**src/rtl/fifo_read_streamer.sv**
```systemverilog
// Read-side consumer for the async FIFO: issues read enables, captures the
// one-cycle-late read data into a small circular buffer and streams it out.
module fifo_read_streamer #(
    parameter int unsigned WIDTH      = 32,
    parameter int unsigned SKID_DEPTH = 3,
    parameter int unsigned CNT_WIDTH  = 16
) (
    input  logic                              clk,
    input  logic                              rstn,
    input  logic                              fifo_empty,
    output logic                              fifo_rd_en,
    input  logic [WIDTH-1:0]                  fifo_rd_data,
    input  logic                              flush,
    output logic                              out_valid,
    input  logic                              out_ready,
    output logic [WIDTH-1:0]                  out_data,
    output logic [$clog2(SKID_DEPTH+1)-1:0]   buf_level,
    output logic [CNT_WIDTH-1:0]              word_count
);

    localparam int unsigned   LW       = $clog2(SKID_DEPTH + 1);
    localparam int unsigned   PW       = (SKID_DEPTH > 1) ? $clog2(SKID_DEPTH) : 1;
    localparam logic [PW-1:0] LAST_IDX = PW'(SKID_DEPTH - 1);
    localparam logic [LW:0]   DEPTH_W  = (LW + 1)'(SKID_DEPTH);

    logic [WIDTH-1:0]     r_mem [SKID_DEPTH];
    logic [PW-1:0]        r_head;
    logic [PW-1:0]        r_tail;
    logic [LW-1:0]        r_count;
    logic                 r_pending;
    logic [CNT_WIDTH-1:0] r_word_count;

    logic                 w_rd_en;
    logic                 w_push;
    logic                 w_pop;
    logic [LW:0]          w_committed;
    logic [PW-1:0]        w_head_inc;
    logic [PW-1:0]        w_tail_inc;
    logic [LW-1:0]        w_count_next;

    // Slots already claimed: buffered words plus the word still in flight.
    // Read issue depends only on registered state, never on out_ready.
    always_comb begin
        w_committed = {1'b0, r_count} + (LW + 1)'(r_pending);
        w_rd_en     = rstn && !fifo_empty && !flush && (w_committed < DEPTH_W);
        w_push      = r_pending && !flush;
        w_pop       = (r_count != '0) && out_ready;
        w_head_inc  = (r_head == LAST_IDX) ? '0 : r_head + PW'(1);
        w_tail_inc  = (r_tail == LAST_IDX) ? '0 : r_tail + PW'(1);
    end

    always_comb begin
        w_count_next = r_count;
        case ({w_push, w_pop})
            2'b10:   w_count_next = r_count + LW'(1);
            2'b01:   w_count_next = r_count - LW'(1);
            default: w_count_next = r_count;
        endcase
    end

    always_ff @(posedge clk or negedge rstn) begin
        if (!rstn) begin
            r_pending    <= 1'b0;
            r_word_count <= '0;
        end else begin
            r_pending <= w_rd_en;
            if (w_pop) begin
                r_word_count <= r_word_count + CNT_WIDTH'(1);
            end
        end
    end

    // A pop in the flush cycle still counts above; buffer state is discarded here.
    always_ff @(posedge clk or negedge rstn) begin
        if (!rstn) begin
            r_head  <= '0;
            r_tail  <= '0;
            r_count <= '0;
            for (int unsigned i = 0; i < SKID_DEPTH; i++) begin
                r_mem[i] <= '0;
            end
        end else if (flush) begin
            r_head  <= '0;
            r_tail  <= '0;
            r_count <= '0;
        end else begin
            if (w_push) begin
                r_mem[r_tail] <= fifo_rd_data;
                r_tail        <= w_tail_inc;
            end
            if (w_pop) begin
                r_head <= w_head_inc;
            end
            r_count <= w_count_next;
        end
    end

    assign fifo_rd_en = w_rd_en;
    assign out_valid  = (r_count != '0);
    assign out_data   = r_mem[r_head];
    assign buf_level  = r_count;
    assign word_count = r_word_count;

    a_no_overread: assert property (@(posedge clk) disable iff (!rstn)
        !(fifo_rd_en && fifo_empty));

    a_bounded: assert property (@(posedge clk) disable iff (!rstn)
        w_committed <= DEPTH_W);

    a_hold_stable: assert property (@(posedge clk) disable iff (!rstn)
        (out_valid && !out_ready && !flush) |=> (out_valid && $stable(out_data)));

endmodule

```
**config.mk**
```make
export PLATFORM = sky130hd
export DESIGN_NAME = fifo_read_streamer
export DESIGN_NICKNAME = d
export VERILOG_FILES = /design/src/rtl/fifo_read_streamer.sv
export SDC_FILE = /design/constraint.sdc
export NUM_CORES = 1
export LEC_CHECK = 0
export ABC_AREA = 1
export CAP_MARGIN = 30
export CORE_UTILIZATION = 53
export CTS_CLUSTER_SIZE = 10
export DETAILED_ROUTE_END_ITERATION = 12
export HOLD_SLACK_MARGIN = 0.15
export PLACE_DENSITY_LB_ADDON = 0.2
export RECOVER_POWER = 50
export SETUP_SLACK_MARGIN = 0.15
export SLEW_MARGIN = 20
export SYNTH_ARGS = -nofsm -noshare
export SYNTH_HDL_FRONTEND = slang
export SYNTH_SLANG_ARGS = --single-unit
```
**constraint.sdc**
```tcl
create_clock -name clk -period 1.7 [get_ports clk]
set_clock_uncertainty 0.1 [all_clocks]
set_input_delay 0.255 -clock clk [delete_from_list [all_inputs] [get_ports clk]]
set_output_delay 0.255 -clock clk [all_outputs]
set_load 0.01 [all_outputs]
```
Word-level counts from Yosys, hierarchy flattened
Index checks and enable logic that the tools add are counted.
{ "word_totals": {"elab_cells": 52, "inputBits": 37, "ff_bits": 119} }
{ "classes": {"add_sub_neg": 6, "n_reduce_logical": 13, "magnitude_cmp": 4, "muxes": 14, "n_eq_ne": 4, "bitwise": 3} }
{ "ops": {"columns": ["operator", "n"], "rows": [
  ["$bwmux 96", 1],
  ["$mux 32", 3],
  ["$bmux 32 s2", 1],
  ["$demux 32 s2", 1],
  ["$add 16x1->16 const B", 1],
  ["$mux 2", 7],
  ["$add 2x1->2 const B", 3],
  ["$eq 2x2->1 const B", 3],
  ["$ge 3x3->1 const B", 2],
  ["$logic_and 1x1->1", 6],
  ["$not 2->3", 2],
  ["$reduce_bool 2->1", 3],
  ["$pmux 2 s2", 1],
  ["$add 2x1->3", 1],
  ["$lt 3x1->1 const B", 1],
  ["$lt 3x2->1 const B", 1],
  ["$reduce_bool 3->1", 1],
  ["$eq 2x1->1 const B", 1],
  ["$logic_not 1->1", 2],
  ["$reduce_and 2->1", 1],
  ["$sub 2x1->2 const B", 1],
  ["$not 1->1", 1]
]} }

Depth between registers and ports, before layout
Gate-level depths: netlist of run 1.
{ "logic_depth": {"ltp_word": 6, "ltp_mapped": 8, "mapped_depth_nobuf": 8} }

Worst setup path after synthesis of run 1
OpenSTA, ideal clock, no wires.
{ "synth_path": {"kind": "register to output", "startpoint": "register r_count[0] (netlist: buf_level[0])", "endpoint": "output port fifo_rd_en", "t_arrival_ps": 1712, "setup_slack_ps": -367, "stages_incl_launch_ff": 4, "required_time_ps": 1345, "path_cell_list": "dfrtp_1 -> ha_1 -> ha_1 -> a2111oi_0"} }
{ "synth_via": {"elab_chain_cells": 3} }
{ "synth_rtl": {"columns": ["element", "line_no", "source"], "rows": [
  ["from (decl)", "29", "logic [LW-1:0] r_count;"],
  ["from (signal assigned)", "94", "r_count <= w_count_next;"],
  ["$add 2x1->3", "44", "w_committed = {1'b0, r_count} + (LW + 1)'(r_pending);"],
  ["$lt 3x2->1", "45", "w_rd_en = rstn && !fifo_empty && !flush && (w_committed < DEPTH_W);"],
  ["$logic_and 1x1->1", "45", null],
  ["to (decl)", "11", "output logic fifo_rd_en,"]
]} }
No other way between the ends.

Worst setup path after layout of run 1
Same ends and word-level chain as after synthesis.

==> results of run 1 <==
## state kept, by name, summed over array words and instances (netlist names)
signal	flops
r_head	2
buf_level	2
r_pending	1
r_tail	2
word_count	16
r_mem	96
## metrics by stage
step           worst slack, ns  hold slack (ns)  TNS (ns)
3_5_place_dp            -0.366            0.320     -7.84
2_1_floorplan            0.156           -0.141         0
3_3_place_gp            -0.315            0.322     -5.07
5_1_grt                 -0.663            0.230    -19.48
4_1_cts                 -0.503            0.220    -10.76
6_report                -0.607            0.206    -17.28
## synth_stat cells, drive strengths merged
library cell / instances / area [um2]
nand3: 80 / 423
clkbuf: 10 / 37.5
nor2: 18 / 124
buf: 23 / 170
inv: 56 / 210
o31ai: 1 / 7.51
nor3: 1 / 5.00
nand4: 4 / 25.0
xor2: 5 / 43.8
o21ai: 101 / 577
a2111oi: 1 / 8.76
dfrtp: 119 / 2980
a21oi: 1 / 5.00
xnor2: 6 / 52.6
nand2: 199 / 759
ha: 3 / 37.5
## layout make-up
type	instances	area, um2	area share (%)
well taps	133	166	1.79
inverters	56	240	2.59
clock inverters	10	150	1.62
flip-flops and latches	119	2990	32.2
multi-input cells	420	2950	31.8
clock buffers	22	453	4.89
repair buffers	189	2320	25.1
## cell families after synthesis
family	share of synthesized area (%)
buf+inv	7.65
flops	54.5
xor+xnor	1.76
compound gates	10.9
simple gates	24.5
fa+ha+maj	0.687
## critical path: cells and delay by family, from the launching register on
family	cells	cell delay (ns)
buffers and inverters	1	0.20
flip-flops	1	0.43
AO/OA/AOI/OAI	1	0.37
adder cells (fa/ha/maj)	2	0.41
## where the power goes
group | internal (mW) | leakage, nW | total [mW] | switching, mW
logic | 1.43 | 2.87 | 2.94 | 1.51
registers | 3.19 | 1.58 | 3.56 | 0.372
clock network | 2.45 | 0.302 | 3.83 | 1.38
total | 7.07 | 4.75 | 10.3 | 3.26
## routing by layer
metal  vias to the layer above  routed length [um]  GRT usage, %
li1                       2401                   -             -
met1                      3000                8530          38.2
met2                       635               11800          54.7
met3                       257                3110          5.98
met4                         2                2600          17.2
met5                         -                  13             0
## final timing paths
path                                 startpoint             end  slack, ns  depth (start not counted)
worst max-delay path               buf_level[0]      fifo_rd_en      -0.61                          4
worst min-delay path            fifo_rd_data[5]        r_mem[5]       0.21                          3
worst max register to register     buf_level[1]  word_count[15]      -0.11                         11
worst min register to register        r_mem[60]       r_mem[60]       0.41                          2
max in group asynchronous                  rstn       r_head[0]       0.13                          3
min in group asynchronous                  rstn   word_count[0]       0.58                          3
## repair_timing
item	4_1_cts	5_1_grt
hold buffers	1	0
endpoints found under the hold margin	120	0
pin swaps	13	55
cloned	5	13
setup buffers	30	26
setup endpoints to repair	53	68
resized for setup	318	158
==> flow_summary.json, run 1 <==
{
  "ir_drop_mv": 0.913,
  "p_leak_nw": 4.75,
  "cts_inserted_buffers": 17,
  "worst_ep_arrival_time_ns": 1.95,
  "hold_viol": 0,
  "synth_warnings": 0,
  "initial_utilization_pct": 55.4,
  "routedWlPerCell_um": 27.5,
  "ys_ff_latch": 119,
  "gp_congestion": 0.798,
  "cts_root_buf": "clkbuf_8",
  "netlist_instances": 628,
  "num_rows": 36,
  "worstSetupPathType": "reg2out",
  "synth.avg_cell_area_um2": 8.70,
  "portBuffers": 88,
  "slew_headroom_pct": 28.3,
  "clk_pin_slew_ns": 0.06,
  "nets": 843,
  "hold_class": "in2reg",
  "cts.sinks": 119,
  "fin_area_um2": 9270,
  "viasPerCell": 6.63,
  "period_share_pct": 136,
  "critPathCaptureType": "output port",
  "io_pins": 89,
  "antenna_left": 0,
  "grt_setup_unrepaired": "yes",
  "yosysUniqueCellTypes": 28,
  "power_mw": 10.3,
  "placedCellCount": 842,
  "dr.first_iter.drc_count": 870,
  "grt_max_degree": 120,
  "antenna_found_initial": 1,
  "die_area_um2": 10700,
  "crit_top_cell": "ha_4",
  "cts.path.max_buffers": 2,
  "setup_ws_ns": -0.607,
  "die_h_um": 104,
  "first_pass_iters": 8,
  "synthToLayoutAreaGrowth_pct": 69.7,
  "cp_cell_sequence": "ha_4, ha_4, a2111oi_4, buf_2",
  "fill_cells": 260,
  "final_cells": 949,
  "slowest_delay_ns": 0.43,
  "violations": "setup timing",
  "final_cell_mix": "nand2_1, dfrtp_1, o21ai_1, buf_6, nand3_2",
  "synth_seq_area_share_pct": 54.5,
  "core_um2": 9860,
  "vias": 6295,
  "fmax_mhz": 433,
  "grt_pass1_wl_mm": 26.8,
  "utilization_pct": 94.0,
  "tritoncts": "done",
  "drc": 0,
  "status": "finished, violations left",
  "syn_nets": 668,
  "synth_area_um2": 5460,
  "overflow": 0,
  "routed_wl_mm": 26.1,
  "min_period_ns": 2.31,
  "cap_violations": 0,
  "slew_violations": 0,
  "grt_usage_pct": 32.0,
  "mostFrequentLayoutCell": "nand2_1",
  "cts-htree-levels": 4,
  "layout-drive-gt1-share_pct": 44.7,
  "cp_max_fo": 2,
  "slowest_stage": "dfrtp_2",
  "finalSetupViolations": 76,
  "place_area_um2": 6710,
  "hpwl_mm": 8.12,
  "p_per_area_nw_per_um2": 1110,
  "diodes": 0,
  "worstSetupStartpointType": "register",
  "insertion_delay_ns": 0.54,
  "crit_required_ns": 1.34,
  "grt_pass1_vias": 5427,
  "die_w_um": 104,
  "worst_slew_pin_slew_ns": 1.08
}
(Power assumes the default switching activity.)
==> run 2: changes to the inputs <==
- CTS_BUF_LIST: default -> sky130_fd_sc_hd__clkbuf_4 sky130_fd_sc_hd__clkbuf_8 sky130_fd_sc_hd__clkbuf_16
==> run 2 against run 1 <==
Net effect:
- the flow still finishes with violations (setup timing)
- count of clock-buffer cells in the layout unchanged
- core utilization rose by 1.6 points
- wire length is 5.2% higher
- critical path type unchanged
- design area increased by 1.7%
==> flow_summary.json, run 2 (synthesis gave the netlist of run 1 again) <==
{
  "io_pins": 89,
  "vias": 6414,
  "power_mw": 10.4,
  "cts_inserted_buffers": 17,
  "gp_congestion": 0.798,
  "slew_headroom_pct": 24.4,
  "grt_usage_pct": 31.9,
  "grt_setup_unrepaired": "yes",
  "die_h_um": 104,
  "slew_violations": 0,
  "worst_ep_arrival_time_ns": 1.97,
  "crit_required_ns": 1.34,
  "num_rows": 36,
  "die_w_um": 104,
  "ir_drop_mv": 1.35,
  "initial_utilization_pct": 55.4,
  "final_cell_mix": "nand2_1, dfrtp_1, buf_6, o21ai_1, nand3_2",
  "p_per_area_nw_per_um2": 1100,
  "cp_cell_sequence": "buf_6, nand2_4, clkinv_8, buf_12, buf_16, nand2_1, nand3_1, buf_2",
  "p_leak_nw": 4.85,
  "hpwl_mm": 8.12,
  "fin_area_um2": 9430,
  "period_share_pct": 137,
  "synthToLayoutAreaGrowth_pct": 72.6,
  "routed_wl_mm": 27.5,
  "mostFrequentLayoutCell": "nand2_1",
  "path_delay_family": "buffers and inverters",
  "cts_root_buf": "clkbuf_8",
  "status": "finished, violations left",
  "worst_slew_pin_slew_ns": 1.13,
  "grt_pass1_wl_mm": 27.0,
  "setup_ws_ns": -0.623,
  "critPathBufInv": 5,
  "critPathCaptureType": "output port",
  "tritoncts": "done",
  "cts-htree-levels": 4,
  "slowest_delay_ns": 0.45,
  "hold_viol": 0,
  "cts.sinks": 119,
  "core_um2": 9860,
  "routedWlPerCell_um": 28.9,
  "cp_max_fo": 6,
  "largest_register_ffs": 96,
  "drc": 0,
  "min_period_ns": 2.32,
  "place_area_um2": 6710,
  "antenna_found_initial": 1,
  "layout-drive-gt1-share_pct": 45.2,
  "dr.first_iter.drc_count": 916,
  "worstSetupPathType": "reg2out",
  "overflow": 0,
  "nets": 843,
  "top_register": "r_mem",
  "cap_violations": 0,
  "first_pass_iters": 7,
  "hold_class": "in2reg",
  "grt_max_degree": 120,
  "finalSetupViolations": 105,
  "worstSetupStartpointType": "register",
  "cts.path.max_buffers": 2,
  "placedCellCount": 842,
  "violations": "setup timing",
  "final_cells": 949,
  "slowest_stage": "dfrtp_1",
  "viasPerCell": 6.76,
  "portBuffers": 88,
  "fmax_mhz": 430,
  "clk_pin_slew_ns": 0.07,
  "die_area_um2": 10700,
  "grt_pass1_vias": 5491,
  "diodes": 0,
  "insertion_delay_ns": 0.55,
  "antenna_left": 0
}
## run 2: cell count changes in the layout (fill, tap and decap cells not counted), sizes merged
cell	change
buf	-8
clkbuf	+6
clkdlybuf4s15	+1
nand3	+1
## run 2: final cells by class
cell class	instances	area, um2
Tap cell	133	166
Inverter	56	245
Sequential cell	119	2980
Timing Repair Buffer	188	2420
Fill cell	213	434
Multi-Input combinational cell	421	3000
Clock inverter	10	150
Clock buffer	22	464
## run 2: per-stage QoR
step | hold WS [ns] | util (%) | setup TNS [ns] | setup WS, ns
6_report | 0.205 | 95.6 | -23.84 | -0.623
2_1_floorplan | -0.141 | - | 0 | 0.156
5_1_grt | 0.234 | 95.6 | -29.19 | -0.614
3_5_place_dp | 0.320 | 68.1 | -7.84 | -0.366
4_1_cts | 0.220 | 82.4 | -10.64 | -0.503
3_3_place_gp | 0.322 | 68.1 | -5.07 | -0.315
## run 2: worst paths after layout
path / startpoint / to / slack [ns] / cells after the start
setup / recovery: r_head[1] / out_data[30] / -0.62 / 8
hold / removal: fifo_rd_data[5] / r_mem[69] / 0.20 / 3
setup reg to reg: r_pending / r_mem[0] / -0.30 / 8
hold reg to reg: r_mem[91] / r_mem[91] / 0.39 / 2
max in group asynchronous: rstn / r_head[0] / 0.15 / 3
min in group asynchronous: rstn / word_count[5] / 0.48 / 3
## run 2: worst min-delay path: cells and delay by family
family                 cells  cell delay [ns]
AOI/OAI and AO/OA          1             0.07
buffers and inverters      2             0.47
## run 2: where the power goes
group | total [mW] | internal [mW] | switching (mW)
combinational | 2.96 | 1.41 | 1.55
clock | 3.89 | 2.49 | 1.39
sequential | 3.57 | 3.19 | 0.378
## run 2: routing by layer
metal	share of wire, %	global-route usage (%)	vias up
li1	-	-	2400
met1	33	39.0	3005
met5	0.044	0	-
met4	10	19.4	2
met3	13	5.85	284
met2	44	52.7	723
## run 2: timing repair
action                     CTS  global route
gates resized for setup    312           159
hold buffers                 1             0
buffers inserted            27            18
hold endpoints to repair   120             0
cloned                       6            23
setup endpoints to repair   53           104
pin swaps                    8            40
==> run 3: changes to the inputs <==
- GPL_TIMING_DRIVEN: default -> 0
==> run 3 against run 2 <==
Net effect:
- the flow now stops in global routing (5_1_grt)
- synthesized area unchanged
- synthesized cell count unchanged
==> flow_summary.json, run 3 <==
{
  "num_rows": 36,
  "synth_warnings": 0,
  "synth_xor_area_share_pct": 1.76,
  "cts-htree-levels": 4,
  "synth_edf_count": 0,
  "die_w_um": 104,
  "initial_utilization_pct": 55.4,
  "status": "stopped before the end",
  "synth.avg_cell_area_um2": 8.70,
  "grt-worst-endpoint": "fifo_rd_en",
  "yosysUniqueCellTypes": 28,
  "cts_inserted_buffers": 17,
  "placedCellCount": 850,
  "synth_top_cells_by_count": "nand2_1, dfrtp_1, nand3_1",
  "synthSimpleGateAreaFrac_pct": 24.5,
  "synth_largest_area_cell": "dfrtp_1",
  "yosys-top-cells-area": "dfrtp_1, nand2_1, nand3_1",
  "netlist_instances": 628,
  "die_h_um": 104,
  "io_pins": 89,
  "synth_most_common_cell": "nand2_1",
  "synth_top_family_by_area": "simple AND/OR/NAND/NOR gates",
  "yosysTopAreaCellShare_pct": 54.5,
  "syn_nets": 668,
  "synthAdderAreaFrac_pct": 0.687,
  "pre_cts_slack_ns": -0.526,
  "flow.stopped_at": "global routing (5_1_grt)",
  "ys_ff_latch": 119,
  "cts_root_buf": "clkbuf_8",
  "error": "[ERROR DPL-0038] Utilization greater than 100%, impossible to legalize",
  "synth_compound_area_share_pct": 10.9,
  "cts.path.max_buffers": 2,
  "ys.flop_type": "dfrtp_1",
  "synth_seq_area_share_pct": 54.5,
  "grt_max_degree": 66,
  "gp_congestion": 0.792,
  "cts.sinks": 119,
  "synth_area_um2": 5460,
  "hpwl_mm": 8.91,
  "portBuffers": 88,
  "worst-ep-kind": "primary output",
  "async_reset_ff_share_pct": 100,
  "synthMuxAreaShare_pct": 0
}
==> run 3: cell counts after synthesis <==
Identical to the previous run, type by type.
==> run 3: repair_timing <==
item                                    4_1_cts
buffers inserted                             42
resized for setup                           341
pin swaps                                    20
endpoints found under the hold margin       119
endpoints found under the setup margin       84
cloned                                        6
==> run 3: cells by family after synthesis <==
kind of cell | Yosys count
simple gates | 302
flops | 119
compound gates | 104
buf+inv | 89
xor+xnor | 11
fa+ha+maj | 3
==> run 3: stage by stage <==
stage          instance area, um2  util (%)
3_3_place_gp                 6560      66.5
3_5_place_dp                 6590      66.8
2_1_floorplan                5510         -
4_1_cts                      8040      81.5
==> run 4: changes to the inputs <==
- CORE_UTILIZATION: 53 -> 40
- CTS_BUF_LIST: sky130_fd_sc_hd__clkbuf_4 sky130_fd_sc_hd__clkbuf_8 sky130_fd_sc_hd__clkbuf_16 -> default
- CTS_CLUSTER_SIZE: 10 -> default
- HOLD_SLACK_MARGIN: 0.15 -> default
- PLACE_DENSITY_LB_ADDON: 0.2 -> 0.15
- SETUP_SLACK_MARGIN: 0.15 -> default
==> run 4 against run 3 <==
Net effect:
- the flow now finishes, with violations (hold timing, setup timing)
==> flow_summary.json, run 4 (synthesis gave the netlist of run 1 again) <==
{
  "antenna_left": 0,
  "period_share_pct": 123,
  "viasPerCell": 5.08,
  "reg2regPathDepth": 8,
  "top_register": "r_mem",
  "first_pass_iters": 5,
  "grt_usage_pct": 22.7,
  "worstSetupStartpointType": "register",
  "finalSetupViolations": 40,
  "utilization_pct": 61.9,
  "cp_max_fo": 6,
  "routed_wl_mm": 15.1,
  "p_per_area_nw_per_um2": 1150,
  "fin_hold_ws_ns": -0.288,
  "power_mw": 9.43,
  "hold_viol": 56,
  "slew_violations": 0,
  "die_area_um2": 14100,
  "grt_setup_unrepaired": "yes",
  "mostFrequentLayoutCell": "nand2_1",
  "slew_headroom_pct": 62.3,
  "fmax_mhz": 476,
  "critPathCaptureType": "output port",
  "min_period_ns": 2.10,
  "top_usage_layer": "met2",
  "met3_usage_pct": 4.36,
  "grt_max_degree": 65,
  "tritoncts": "done",
  "layout-drive-gt1-share_pct": 33.1,
  "clk_pin_slew_ns": 0.05,
  "io_pins": 89,
  "cts.path.max_buffers": 2,
  "gp_congestion": 0.800,
  "hold_class": "in2async",
  "p_leak_nw": 4.06,
  "diodes": 0,
  "grt_pass1_vias": 4988,
  "drc": 0,
  "grt_pass1_wl_mm": 24.7,
  "antenna_found_initial": 0,
  "r2r_setup_slack_ns": -0.07,
  "die_w_um": 119,
  "cap_violations": 0,
  "nets": 818,
  "cts.sinks": 119,
  "dr.first_iter.drc_count": 348,
  "ir_drop_mv": 0.671,
  "cts-htree-levels": 4,
  "final_cell_mix": "nand2_1, dfrtp_1, o21ai_1, buf_6, inv_1",
  "status": "finished, violations left",
  "portBuffers": 88,
  "routedWlPerCell_um": 15.6,
  "synthToLayoutAreaGrowth_pct": 50.5,
  "num_rows": 42,
  "worstSetupPathType": "reg2out",
  "crit_required_ns": 1.34,
  "reg2reg_to": "word_count[14]",
  "core_um2": 13300,
  "grtUsageMet1_pct": 30.1,
  "setup_ws_ns": -0.399,
  "largest_register_ffs": 96,
  "die_h_um": 119,
  "insertion_delay_ns": 0.41,
  "cts_root_buf": "clkbuf_16",
  "initial_utilization_pct": 41.1,
  "use_met2_pct": 36.4,
  "hpwl_mm": 9.14,
  "worst_ep_arrival_time_ns": 1.74,
  "overflow": 0,
  "violations": "hold timing, setup timing",
  "r2r_start": "buf_level[1]",
  "vias": 4912,
  "worst_slew_pin_slew_ns": 0.566,
  "cts_inserted_buffers": 17,
  "finalSetupTns_ns": -10.84
}
## run 4: metrics by stage
| stage | cell area [um2] | setup WS (ns) | cells |
|---|---|---|---|
| floorplan | 5480 | 0.0205 | 628 |
| global placement | 6580 | -4.80 | 892 |
| detailed placement | 6610 | -0.721 | 893 |
| CTS | 8100 | -0.427 | 963 |
| global route | 8230 | -0.474 | 967 |
| finish | 8230 | -0.399 | 967 |
## run 4: per-layer routing
layer	share of wire [%]	wire length (um)
met2	49	7450
met3	4.3	643
met1	45	6740
met4	1.5	226
met5	0	0
## run 4: worst max-delay path: stages (launching register included)
cell and delay, ns:
dfrtp_1 0.37, buf_6 0.13, nor2_4 0.25, buf_6 0.17
buf_6 0.10, buf_6 0.10, nand2_2 0.04, nand3_1 0.05
buf_2 0.13
## run 4: layout make-up
cell class                 count  area, um2
fill                        1109       5070
inverter                      56        215
buffer                        33        318
clock inverter                 9        120
multi-input combinational    420       2470
tap                          176        220
sequential                   119       2980
timing repair buffer         131       1400
clock buffer                  23        498
## run 4: power breakdown
| group | total, mW | leakage [nW] | internal (mW) | switching (mW) |
|---|---|---|---|---|
| Combinational | 2.25 | 2.16 | 1.18 | 1.06 |
| Clock | 3.71 | 0.312 | 2.48 | 1.23 |
| Sequential | 3.47 | 1.58 | 3.19 | 0.279 |
| Total | 9.43 | 4.06 | 6.86 | 2.57 |
## run 4: worst max-delay path by stage
stage	to	from	slack, ns
6_report	out_data[13]	r_head[0]	-0.40
3_3_place_gp	fifo_rd_en	rstn	-4.80
3_5_place_dp	fifo_rd_en	rstn	-0.72
2_1_floorplan	fifo_rd_en	buf_level[0]	0.02
5_1_grt	out_data[13]	r_head[0]	-0.47
4_1_cts	fifo_rd_en	r_pending	-0.43
## run 4: timing repair
| action | 4_1_cts | 5_1_grt |
|---|---|---|
| pin swaps | 34 | 7 |
| setup buffers | 36 | 6 |
| endpoints found under the setup margin | 52 | 55 |
| gates cloned | 4 | 0 |
| gates resized for setup | 318 | 33 |
| hold endpoints to repair | 56 | 56 |
==> variant (settings of run 1) <==
The parameter `WIDTH` goes from 32 to 64.
--- a/src/rtl/fifo_read_streamer.sv
+++ b/src/rtl/fifo_read_streamer.sv
@@ -2,5 +2,5 @@
 // one-cycle-late read data into a small circular buffer and streams it out.
 module fifo_read_streamer #(
-    parameter int unsigned WIDTH      = 32,
+    parameter int unsigned WIDTH      = 64,
     parameter int unsigned SKID_DEPTH = 3,
     parameter int unsigned CNT_WIDTH  = 16
Interface: changed (resized fifo_rd_data and out_data); port bits go from 89 to 153. The function was not compared with the original's and may differ.
==> variant against run 1 <==
  * The flow now stops in global routing
  * Synthesized area rose by 73%
==> variant: results (changes against run 1) <==
| Metric | Value |
|---|---|
| Placed Area | 0.0115 mm² (was 0.00671 mm²) |
| Warnings, synthesis | 0 (unchanged) |
| CTS root buffer | clkbuf_16 (was clkbuf_8) |
| Buffers on Ports | 152 (was 88) |
| Fail Step | global routing |
| Top_reg_cell synth | dfrtp_1 (unchanged) |
| Initial antenna violation count | 6 |
| Hpwl dp | 13900 µm (was 8120 µm) |
| Post-Syn Nets | 1184 (was 668) |
| Worst endpoint type | top-level output |
| Synth async-reset ratio | 1.00 (unchanged) |
| Seq/Total Area, Yosys | 0.568 (was 0.545) |
| Clk buf depth | 3 (was 2) |
| Yosys cell types | 28 (unchanged) |
| Commonest cells in the synthesized netlist | nand2_1 (357), dfrtp_1 (215), o21ai_1 (172), nand3_1 (137), inv_1 (85) (was nand2_1 (196), dfrtp_1 (119), nand3_1 (77), o21ai_1 (73), inv_1 (48)) |
| CTS Buf Count | 25 (was 17) |
| Gr ovfl total | 120 |
| Post-GRT worst EP | out_data[29] |
| CTS H-tree lvls | 1 (was 4) |
| Error | [ERROR GRT-0232] Routing congestion too high. Check the congestion heatmap in the GUI. |
| Avg Cell Area, Syn | 8.51 µm² (was 8.70 µm²) |
| Placed insts | 1458 (was 842) |
| Status | stopped before the end (was complete, but fails checks) |
| Largest net degree at the start of global routing | 125 |
| Synth Register Bits | 215 (was 119) |
| Top cells by area, synth | dfrtp_1 (57%), nand2_1 (14%), o21ai_1 (9.1%) (was dfrtp_1 (54%), nand2_1 (13%), nand3_1 (7.1%)) |
| GP Congestion | 0.801 (was 0.798) |
| Tot GR Track Use | 0.815 |
## variant: cell count changes after synthesis, sizes merged, moves of 2 or more
cell   change
inv       +32
nand3     +60
dfrtp     +96
nand2    +161
xor2       +2
xnor2      -2
nand4      +2
o21ai     +96
buf       +36
## variant: metrics by stage
| stage | setup slack [ns] | hold slack, ns |
|---|---|---|
| 3_3_place_gp | -0.315 | 0.249 |
| 4_1_cts | -0.497 | 0.230 |
| 2_1_floorplan | 0.156 | -0.141 |
| 3_5_place_dp | -0.371 | 0.250 |
## variant: per-layer routing
metal | track usage | overflow
met5 | 0.306 | 0
met1 | 0.805 | 1
met2 | 0.962 | 48
met4 | 0.872 | 61
met3 | 0.672 | 10
## variant: what timing repair did
| item | in CTS |
|---|---|
| gates resized for setup | 586 |
| hold endpoints to repair | 154 |
| setup endpoints to repair | 85 |
| gates cloned | 12 |
| pin swaps | 86 |
| buffers inserted | 51 |
| hold buffers | 1 |
## variant: cell families after synthesis
group | share of synthesized area
buf+inv | 0.0722
simple gates | 0.238
compound gates | 0.106
flops | 0.568
fa+ha+maj | 0.00397
xor+xnor | 0.0110
